==> config.mk <==
export PLATFORM = sky130hd
export DESIGN_NAME = fta_to_wb_bridge_flat
export DESIGN_NICKNAME = d
export VERILOG_FILES = /design/src/rtl/fta_to_wb_bridge_if.sv /design/src/rtl/fta_to_wb_bridge.sv /design/src/flat_wrapper.sv
export SDC_FILE = /design/constraint.sdc
export NUM_CORES = 2
export LEC_CHECK = 0
export ABC_CLOCK_PERIOD_IN_PS = 78700
export CAP_MARGIN = 20
export CORE_AREA = 5 5 466 468
export DETAILED_ROUTE_END_ITERATION = 10
export DIE_AREA = 0 0 471 473
export DONT_BUFFER_PORTS = 1
export REMOVE_ABC_BUFFERS = 1
export SLEW_MARGIN = 20
export SYNTH_ARGS = -nofsm -noshare
export SYNTH_HDL_FRONTEND = slang
export SYNTH_SLANG_ARGS = --single-unit
==> constraint.sdc <==
create_clock -name clk_i -period 78.7 [get_ports clk_i]
set_clock_uncertainty 0.15 [all_clocks]
set_input_delay 7.87 -clock clk_i [delete_from_list [all_inputs] [get_ports clk_i]]
set_output_delay 7.87 -clock clk_i [all_outputs]
set_load 0.05 [all_outputs]
==> src/rtl/fta_to_wb_bridge_if.sv <==
// FTA bus bundle: a requester drives req_*, a responder drives resp_*.
interface fta_bus_interface #(
  parameter int WID  = 256,
  parameter int TIDW = 8
);
  logic             req_cyc;
  logic             req_we;
  logic [WID/8-1:0] req_sel;
  logic [31:0]      req_adr;
  logic [WID-1:0]   req_data1;
  logic [TIDW-1:0]  req_tid;

  logic             resp_ack;
  logic             resp_err;
  logic             resp_rty;
  logic             resp_stall;
  logic [WID-1:0]   resp_dat;
  logic [TIDW-1:0]  resp_tid;
  logic [31:0]      resp_adr;

  modport slave (
    input  req_cyc, req_we, req_sel, req_adr, req_data1, req_tid,
    output resp_ack, resp_err, resp_rty, resp_stall, resp_dat, resp_tid, resp_adr
  );

  modport master (
    output req_cyc, req_we, req_sel, req_adr, req_data1, req_tid,
    input  resp_ack, resp_err, resp_rty, resp_stall, resp_dat, resp_tid, resp_adr
  );
endinterface

==> src/rtl/fta_to_wb_bridge.sv <==
// FTA responder to Wishbone master bridge: requests are queued in a small FIFO and
// replayed one at a time as Wishbone cycles, each producing a single response pulse.
module fta_to_wb_bridge #(
  parameter int WID   = 256,
  parameter int DEPTH = 4,
  parameter int TMO   = 255
) (
  input  logic             clk_i,
  input  logic             rst_i,
  fta_bus_interface.slave  fta_i,
  output logic             cyc_o,
  output logic             stb_o,
  output logic             we_o,
  output logic [WID/8-1:0] sel_o,
  output logic [31:0]      adr_o,
  output logic [WID-1:0]   dat_o,
  input  logic             ack_i,
  input  logic             err_i,
  input  logic [WID-1:0]   dat_i
);
  localparam int SW   = WID / 8;
  localparam int TIDW = 8;
  localparam int AW   = $clog2(DEPTH);
  localparam int CW   = ($clog2(TMO + 1) > 8) ? $clog2(TMO + 1) : 8;
  localparam logic [AW:0]   FULL_CNT  = (AW + 1)'(DEPTH);
  localparam logic [AW:0]   STALL_CNT = (AW + 1)'(DEPTH - 1);
  localparam logic [CW-1:0] TMO_CNT   = CW'(TMO);

  typedef enum logic [1:0] {IDLE, ACCESS, RESP} state_t;

  typedef struct packed {
    logic            we;
    logic [SW-1:0]   sel;
    logic [31:0]     adr;
    logic [WID-1:0]  data;
    logic [TIDW-1:0] tid;
  } entry_t;

  entry_t          mem_q [DEPTH];
  entry_t          req_entry;
  state_t          state_q, state_d;
  logic [AW-1:0]   wr_ptr_q, wr_ptr_d, rd_ptr_q, rd_ptr_d;
  logic [AW:0]     count_q, count_d;
  logic [CW-1:0]   tmo_q, tmo_d;
  entry_t          cur_q, cur_d;
  logic            cyc_q, cyc_d, we_q, we_d;
  logic            ack_q, ack_d, err_q, err_d, rty_q, rty_d;
  logic [WID-1:0]  rdat_q, rdat_d;
  logic [TIDW-1:0] rtid_q, rtid_d;
  logic [31:0]     radr_q, radr_d;
  logic            full, empty, push, pop;

  assign req_entry = {fta_i.req_we, fta_i.req_sel, fta_i.req_adr, fta_i.req_data1, fta_i.req_tid};
  assign full      = (count_q == FULL_CNT);
  assign empty     = (count_q == '0);
  assign push      = fta_i.req_cyc && !full;
  assign pop       = (state_q == IDLE) && !empty;

  always_ff @(posedge clk_i) begin
    if (push) mem_q[wr_ptr_q] <= req_entry;
  end

  always_comb begin
    state_d  = state_q;
    cur_d    = cur_q;
    cyc_d    = cyc_q;
    we_d     = we_q;
    tmo_d    = tmo_q;
    ack_d    = 1'b0;
    err_d    = 1'b0;
    rty_d    = fta_i.req_cyc && full;
    rdat_d   = '0;
    rtid_d   = '0;
    radr_d   = '0;
    wr_ptr_d = wr_ptr_q + AW'(push);
    rd_ptr_d = rd_ptr_q + AW'(pop);
    count_d  = count_q;
    if (push && !pop)      count_d = count_q + 1'b1;
    else if (pop && !push) count_d = count_q - 1'b1;

    case (state_q)
      IDLE: begin
        if (!empty) begin
          cur_d   = mem_q[rd_ptr_q];
          cyc_d   = 1'b1;
          we_d    = mem_q[rd_ptr_q].we;
          tmo_d   = '0;
          state_d = ACCESS;
        end
      end
      ACCESS: begin
        // An ack arriving on the timeout clock still counts as a normal ack.
        if (ack_i || err_i || (tmo_q == TMO_CNT)) begin
          cyc_d   = 1'b0;
          we_d    = 1'b0;
          rtid_d  = cur_q.tid;
          radr_d  = cur_q.adr;
          state_d = RESP;
          if (ack_i && !err_i) begin
            ack_d = 1'b1;
            if (!cur_q.we) rdat_d = dat_i;
          end else begin
            err_d = 1'b1;
          end
        end else begin
          tmo_d = tmo_q + 1'b1;
        end
      end
      RESP:    state_d = IDLE;
      default: state_d = IDLE;
    endcase
  end

  always_ff @(posedge clk_i) begin
    if (rst_i) begin
      state_q  <= IDLE;
      wr_ptr_q <= '0;
      rd_ptr_q <= '0;
      count_q  <= '0;
      tmo_q    <= '0;
      cur_q    <= '0;
      cyc_q    <= 1'b0;
      we_q     <= 1'b0;
      ack_q    <= 1'b0;
      err_q    <= 1'b0;
      rty_q    <= 1'b0;
      rdat_q   <= '0;
      rtid_q   <= '0;
      radr_q   <= '0;
    end else begin
      state_q  <= state_d;
      wr_ptr_q <= wr_ptr_d;
      rd_ptr_q <= rd_ptr_d;
      count_q  <= count_d;
      tmo_q    <= tmo_d;
      cur_q    <= cur_d;
      cyc_q    <= cyc_d;
      we_q     <= we_d;
      ack_q    <= ack_d;
      err_q    <= err_d;
      rty_q    <= rty_d;
      rdat_q   <= rdat_d;
      rtid_q   <= rtid_d;
      radr_q   <= radr_d;
    end
  end

  assign cyc_o = cyc_q;
  assign stb_o = cyc_q;
  assign we_o  = we_q;
  assign sel_o = cur_q.sel;
  assign adr_o = cur_q.adr;
  assign dat_o = cur_q.data;

  assign fta_i.resp_ack   = ack_q;
  assign fta_i.resp_err   = err_q;
  assign fta_i.resp_rty   = rty_q;
  assign fta_i.resp_stall = (count_q >= STALL_CNT);
  assign fta_i.resp_dat   = rdat_q;
  assign fta_i.resp_tid   = rtid_q;
  assign fta_i.resp_adr   = radr_q;
endmodule

==> src/flat_wrapper.sv <==
// flat-port wrapper written by rule: the top's interface ports become plain ports
module fta_to_wb_bridge_flat 
#(
  parameter int WID   = 256,
  parameter int DEPTH = 4,
  parameter int TMO   = 255
)
  (clk_i, rst_i, cyc_o, stb_o, we_o, sel_o, adr_o, dat_o, ack_i, err_i, dat_i, fta_i_req_cyc, fta_i_req_we, fta_i_req_sel, fta_i_req_adr, fta_i_req_data1, fta_i_req_tid, fta_i_resp_ack, fta_i_resp_err, fta_i_resp_rty, fta_i_resp_stall, fta_i_resp_dat, fta_i_resp_tid, fta_i_resp_adr);
  fta_bus_interface #(.WID(WID)) fta_i_i ();
  input  logic clk_i;
  input  logic rst_i;
  output logic cyc_o;
  output logic stb_o;
  output logic we_o;
  output logic [WID/8-1:0] sel_o;
  output logic [31:0] adr_o;
  output logic [WID-1:0] dat_o;
  input  logic ack_i;
  input  logic err_i;
  input  logic [WID-1:0] dat_i;
  input wire logic [$bits(fta_i_i.req_cyc)-1:0] fta_i_req_cyc;
  input wire logic [$bits(fta_i_i.req_we)-1:0] fta_i_req_we;
  input wire logic [$bits(fta_i_i.req_sel)-1:0] fta_i_req_sel;
  input wire logic [$bits(fta_i_i.req_adr)-1:0] fta_i_req_adr;
  input wire logic [$bits(fta_i_i.req_data1)-1:0] fta_i_req_data1;
  input wire logic [$bits(fta_i_i.req_tid)-1:0] fta_i_req_tid;
  output wire logic [$bits(fta_i_i.resp_ack)-1:0] fta_i_resp_ack;
  output wire logic [$bits(fta_i_i.resp_err)-1:0] fta_i_resp_err;
  output wire logic [$bits(fta_i_i.resp_rty)-1:0] fta_i_resp_rty;
  output wire logic [$bits(fta_i_i.resp_stall)-1:0] fta_i_resp_stall;
  output wire logic [$bits(fta_i_i.resp_dat)-1:0] fta_i_resp_dat;
  output wire logic [$bits(fta_i_i.resp_tid)-1:0] fta_i_resp_tid;
  output wire logic [$bits(fta_i_i.resp_adr)-1:0] fta_i_resp_adr;
  assign fta_i_i.req_cyc = fta_i_req_cyc;
  assign fta_i_i.req_we = fta_i_req_we;
  assign fta_i_i.req_sel = fta_i_req_sel;
  assign fta_i_i.req_adr = fta_i_req_adr;
  assign fta_i_i.req_data1 = fta_i_req_data1;
  assign fta_i_i.req_tid = fta_i_req_tid;
  assign fta_i_resp_ack = fta_i_i.resp_ack;
  assign fta_i_resp_err = fta_i_i.resp_err;
  assign fta_i_resp_rty = fta_i_i.resp_rty;
  assign fta_i_resp_stall = fta_i_i.resp_stall;
  assign fta_i_resp_dat = fta_i_i.resp_dat;
  assign fta_i_resp_tid = fta_i_i.resp_tid;
  assign fta_i_resp_adr = fta_i_i.resp_adr;
  fta_to_wb_bridge #(.WID(WID), .DEPTH(DEPTH), .TMO(TMO)) u_core (.clk_i(clk_i), .rst_i(rst_i), .fta_i(fta_i_i), .cyc_o(cyc_o), .stb_o(stb_o), .we_o(we_o), .sel_o(sel_o), .adr_o(adr_o), .dat_o(dat_o), .ack_i(ack_i), .err_i(err_i), .dat_i(dat_i));
endmodule
### Word level (Yosys, flattened, before mapping)

Memory sizes are Yosys's and may differ from the RTL's. A register that Yosys moved wholly into a read port is not among the register bits.
Index checks and enable logic that the tools add are counted.

| word-level totals | value |
|---|---|
| output and inout port bits | 623 |
| memory bits (writable) | 1,316 |
| register bits | 647 |
| memories | 1 |

Memories:

| name | words | width | rd ports | clocked after memory_dff | wr ports | line | text |
|---|---|---|---|---|---|---|---|
| u_core.mem_q | 4 | 329 | 1 | 1 | 1 | fta_to_wb_bridge.sv:39 | `entry_t mem_q [DEPTH];` |

| operators by class | value |
|---|---|
| equal/unequal tests | 6 |
| reductions and logical operators | 23 |
| bitwise gates (word level) | 4 |
| mux-type cells | 18 |
| add/sub/neg operators | 5 |
| magnitude comparators | 1 |

Operator list:

| operator | number |
|---|---|
| 8-bit 2-to-1 mux | 2 |
| 8-bit case mux with 2 select lines | 1 |
| 8-bit by 1-bit adder with 8-bit output, second input constant | 1 |
| 8-bit equality test, second input constant | 1 |
| 1-bit 2-to-1 mux | 7 |
| 1-bit logical AND | 6 |
| 2-bit 2-to-1 mux | 3 |
| 3-bit 2-to-1 mux | 2 |
| 3-bit AND reduction | 2 |
| 1-bit logical NOT | 5 |
| 5-bit OR reduction | 1 |
| 2-bit by 1-bit adder with 2-bit output | 2 |
| 2-bit != test, second input constant | 2 |
| 1-bit inverter | 4 |
| 1-bit case mux with 2 select lines | 2 |
| 2-bit case mux with 2 select lines | 1 |
| 2-bit AND reduction | 2 |
| 2-bit nonzero test | 2 |
| 3-bit by 1-bit adder with 3-bit output, second input constant | 1 |
| 3-bit equality test, second input constant | 1 |
| 3-bit by 2-bit greater-or-equal comparator with 1-bit output, second input constant | 1 |
| 3-bit logical NOT | 1 |
| 3-bit OR reduction | 1 |
| 3-bit by 1-bit subtractor with 3-bit output, second input constant | 1 |
| other kinds (4) | 5 |

### Longest topological paths before layout

| depth | value |
|---|---|
| depth after elaboration | 7 |
| mapped depth | 11 |
| mapped depth without buffers | 10 |

### Worst setup path before layout

No wires, ideal clock.

| path | value |
|---|---|
| path kind | input to register |
| start | input port fta_i_req_cyc |
| end | memory u_core.mem_q[1][0] in the netlist's numbering, enable pin |
| setup slack | 45,485 ps |
| setup time | 1,491 ps |
| stages | 2 |
| data required time | 77,059 ps |
| arrival time | 31,574 ps |
| buffers on the path | 0 |
| cell sequence | nand2_1 nor3b_1 |

| between the ends | value |
|---|---|
| cells in the longest elaborated chain, start to end | 3 |

Ends and longest elaborated chain:

| what | line | text |
|---|---|---|
| from (decl) | flat_wrapper.sv:21 | `input wire logic [$bits(fta_i_i.req_cyc)-1:0] fta_i_req_cyc;` |
| 1-bit logical AND | fta_to_wb_bridge.sv:56 | `assign push = fta_i.req_cyc && !full;` |
| 1-bit 2-to-1 mux | fta_to_wb_bridge.sv:60 | `if (push) mem_q[wr_ptr_q] <= req_entry;` |
| 1-bit 2-to-1 mux (not written as such) | fta_to_wb_bridge.sv:60 |  |
| to (decl) | fta_to_wb_bridge.sv:39 |  |

Every way passes these cells.

### Worst setup path in the final report

| path | value |
|---|---|
| start | input port rst_i |
| end | register u_core.rdat_q[67], in the netlist u_core.fta_i.resp_dat[67] |

| between the ends | value |
|---|---|
| cells in the longest elaborated chain, start to end | 1 |

Ends and longest elaborated chain:

| what | line | text |
|---|---|---|
| from (decl) | flat_wrapper.sv:11 | `input logic rst_i;` |
| 5-bit OR reduction (no line) | -- |  |
| to (signal assigned) | fta_to_wb_bridge.sv:142 | `rdat_q <= rdat_d;` |
| to (decl) | fta_to_wb_bridge.sv:48 | `logic [WID-1:0] rdat_q, rdat_d;` |

Every way passes these cells.
A chain may end at the register's enable or synchronous reset.

==> impl_metrics.ini <==
[timing]
setup_violations = 0
hold_viol = 0
worst_pin_slew_ns = 1.561
slew-limit-headroom_pct = -4.072
period_minus_slack_ns = 11.20
drv_slew = 39
finalSetupTns_ns = 0
rsz0062_at_grt = no
period_share_pct = 14.23
max_freq_mhz = 89.30

[hold_path]
holdPathStages = 1
min_delay_worst_endpoint = u_core.fta_i.resp_tid[4]$_SDFF_PP0_
hold_path_class = reg -> reg
worstHoldStart = u_core.cur_q[4]$_SDFFE_PP0P_

[setup_path]
crit_required_ns = 79.32
cp.arrival_ns = 11.82
crit_path_end_kind = flip-flop
critPathLaunchType = input pin
crit_type = in -> reg
slowest_delay_ns = 0.83
path_buf_inv = 2
reg2reg_from = u_core.rd_ptr_q[0]$_SDFF_PP0_
r2r_cells = 7
cp_top_family = simple AND/OR/NAND/NOR gates
crit_slowest_cell = buf_4
worstReg2RegEnd = u_core.dat_o[248]$_SDFFE_PP0P_
r2r_setup_slack_ns = 73.80
path_cells = nor3b_4 > and2_1 > and2b_4 > buf_4 > buf_4 > and2_1
crit_fanout = 348

[finish]
layout-drive-gt1-share_pct = 17.36
final_area_sq_mm = 0.07742
nNetsFinal = 4506
mostFrequentLayoutCells = edfxtp_1, nand2_1, dfxtp_1
layout_commonest_cell = edfxtp_1
syn2layout_area_growth_pct = 10.41

[logic_synthesis]
synth_cells = 4204
synth-async-reset-ratio_pct = 0
synthTopCellsByArea = edfxtp_1, dfxtp_1, mux4_2, buf_4, nand2_1
synth_edf_count = 1316
yosysWarnings = 0
ys_seq_elements = 1963
yosysSeqAreaShare_pct = 74.83
synth_area_sq_mm = 0.07012
yosysUniqueCellTypes = 52
synth_ff_type = edfxtp_1
synth_top_area_share_pct = 56.36
yosys.area.top_type = edfxtp_1
avgSynthCellArea_sq_um = 16.68

[cts]
clock_path_buffers = 3
root_buffer = clkbuf_16
cts_tree = yes
h-tree-depth = 4
cts-resized-gates = 0
cts_buffers = 198
cts_hold_buf = 0
postCtsSetupBuffers = 0
clk_latency_ns = 0.85
cts.reportedPaths.clkPinSlew_ns = 0.06
clkSinkCount = 1963

[grt]
grt_overflow_total = 0
grt_pass1_wl_mm = 290.5
antenna_found_initial = 58
grt_pass1_vias = 34360
track_usage_pct = 18.58
grt_max_degree = 349

[detailed_routing]
routed_via_density = 4.888
vias = 34080
wl_mm = 214.2
dr.pass1.iters = 5
wl_per_cell_microns = 30.73
remaining_drc_errors = 0
drt_iter0_markers = 2753
ant_nets = 0

[power]
total_power_mw = 3.030
p_leak_nw = 25.12
vdd_drop_max_uv = 31.44
p_per_area_mw_per_mm2 = 39.14

[run]
maxCapViolCount = 0

[place]
dpl_cell_area_sq_mm = 0.07046
dp_hpwl_mm = 149.6
place_congestion = 1.016
io_buffers = 0

[floorplan]
die_width_microns = 471
ios = 1213
initial_utilization_pct = 32.90
core-area_sq_mm = 0.2131
row_count = 170
die-height_microns = 473
fp.dieArea_sq_mm = 0.2228

[run_status]
status = complete, but fails checks
violations = max-slew violations
[cells by family after synthesis]
kind of cell,synth area share [%]
AO/OA/AOI/OAI,2.589
XOR/XNOR,0.04997
adder cells (fa/ha/maj),0.09993
buffers and inverters,5.251
flip-flops,74.83
multiplexers,10.60
AND/OR/NAND/NOR,6.583
[metrics by stage]
step | utilization, % | std cells | worst slack [ns] | hold WS (ns)
global route | 36.31 | 6963 | 67.78 | 0.3287
floorplan | - | 3664 | 45.49 | 0.2757
global placement | 33.06 | 6548 | 66.96 | 0.2860
CTS | 36.25 | 6920 | 67.92 | 0.2898
detailed placement | 33.06 | 6548 | 67.03 | 0.2944
finish | 36.32 | 6971 | 67.50 | 0.2831
[report_power, final]
group          internal, mW  switching, mW  leakage, nW  total (mW)
Sequential             1.25          0.349         17.3        1.59
Combinational         0.180          0.297         4.46       0.477
Clock                 0.553          0.405         3.33       0.958
[cells in the mapped netlist, types with 2 or more instances]
library cell / instances
nor3_1: 6
nand2_1: 667
buf_2: 76
clkbuf_1: 74
buf_6: 35
mux4_2: 329
o22ai_1: 2
clkbuf_2: 4
nand3_1: 4
nor2b_1: 3
nor3b_1: 4
or3_1: 3
ha_1: 4
buf_1: 10
xnor2_1: 2
xor2_1: 2
edfxtp_1: 1316
a21o_1: 2
dfxtp_1: 647
a21oi_1: 334
inv_1: 2
a41oi_1: 2
a31oi_1: 2
and3_1: 2
buf_4: 341
nor2_1: 7
o21ai_0: 2
and2_1: 298
[flip-flops by register name (all words and copies together), names as in the netlist, 3 cells and up]
name                   cells
u_core.mem_q            1316
u_core.fta_i.resp_dat    256
u_core.count_q             3
u_core.fta_i.resp_tid      8
u_core.adr_o              32
u_core.tmo_q               8
u_core.dat_o             256
u_core.fta_i.resp_adr     32
u_core.cur_q               9
u_core.sel_o              32
[metal layers]
layer / vias up / global-route usage, % / part of all wire [%]
met1: 17590 / 19.65 / 34
li1: 14530 / - / -
met3: 441 / 9.122 / 12
met5: - / 0 / 0.019
met4: 6 / 9.744 / 5.9
met2: 1511 / 30.63 / 48
[cell type report]
type,count,area (sq um)
Sequential cell,1963,52480
Timing Repair Buffer,47,435.4
Antenna cell,50,125.1
Clock inverter,78,898.4
Tap cell,2838,3551
Fill cell,19990,135700
Inverter,3,23.77
Multi-Input combinational cell,1698,14000
Clock buffer,294,5902
[how the worst max path moves through the flow]
stage / startpoint / endpoint / slack, ns / depth (start not counted)
4_1_cts: fta_i_req_cyc / u_core.mem_q[3][38]$_DFFE_PP_ / 67.92 / 6
3_3_place_gp: fta_i_req_cyc / u_core.mem_q[3][145]$_DFFE_PP_ / 66.96 / 6
3_5_place_dp: fta_i_req_cyc / u_core.mem_q[3][145]$_DFFE_PP_ / 67.03 / 6
5_1_grt: fta_i_req_cyc / u_core.mem_q[3][38]$_DFFE_PP_ / 67.78 / 6
6_report: rst_i / u_core.fta_i.resp_dat[67]$_SDFF_PP0_ / 67.50 / 6
2_1_floorplan: fta_i_req_cyc / u_core.mem_q[1][0]$_DFFE_PP_ / 45.49 / 2
No activity file was read; power rests on OpenSTA's default activity.
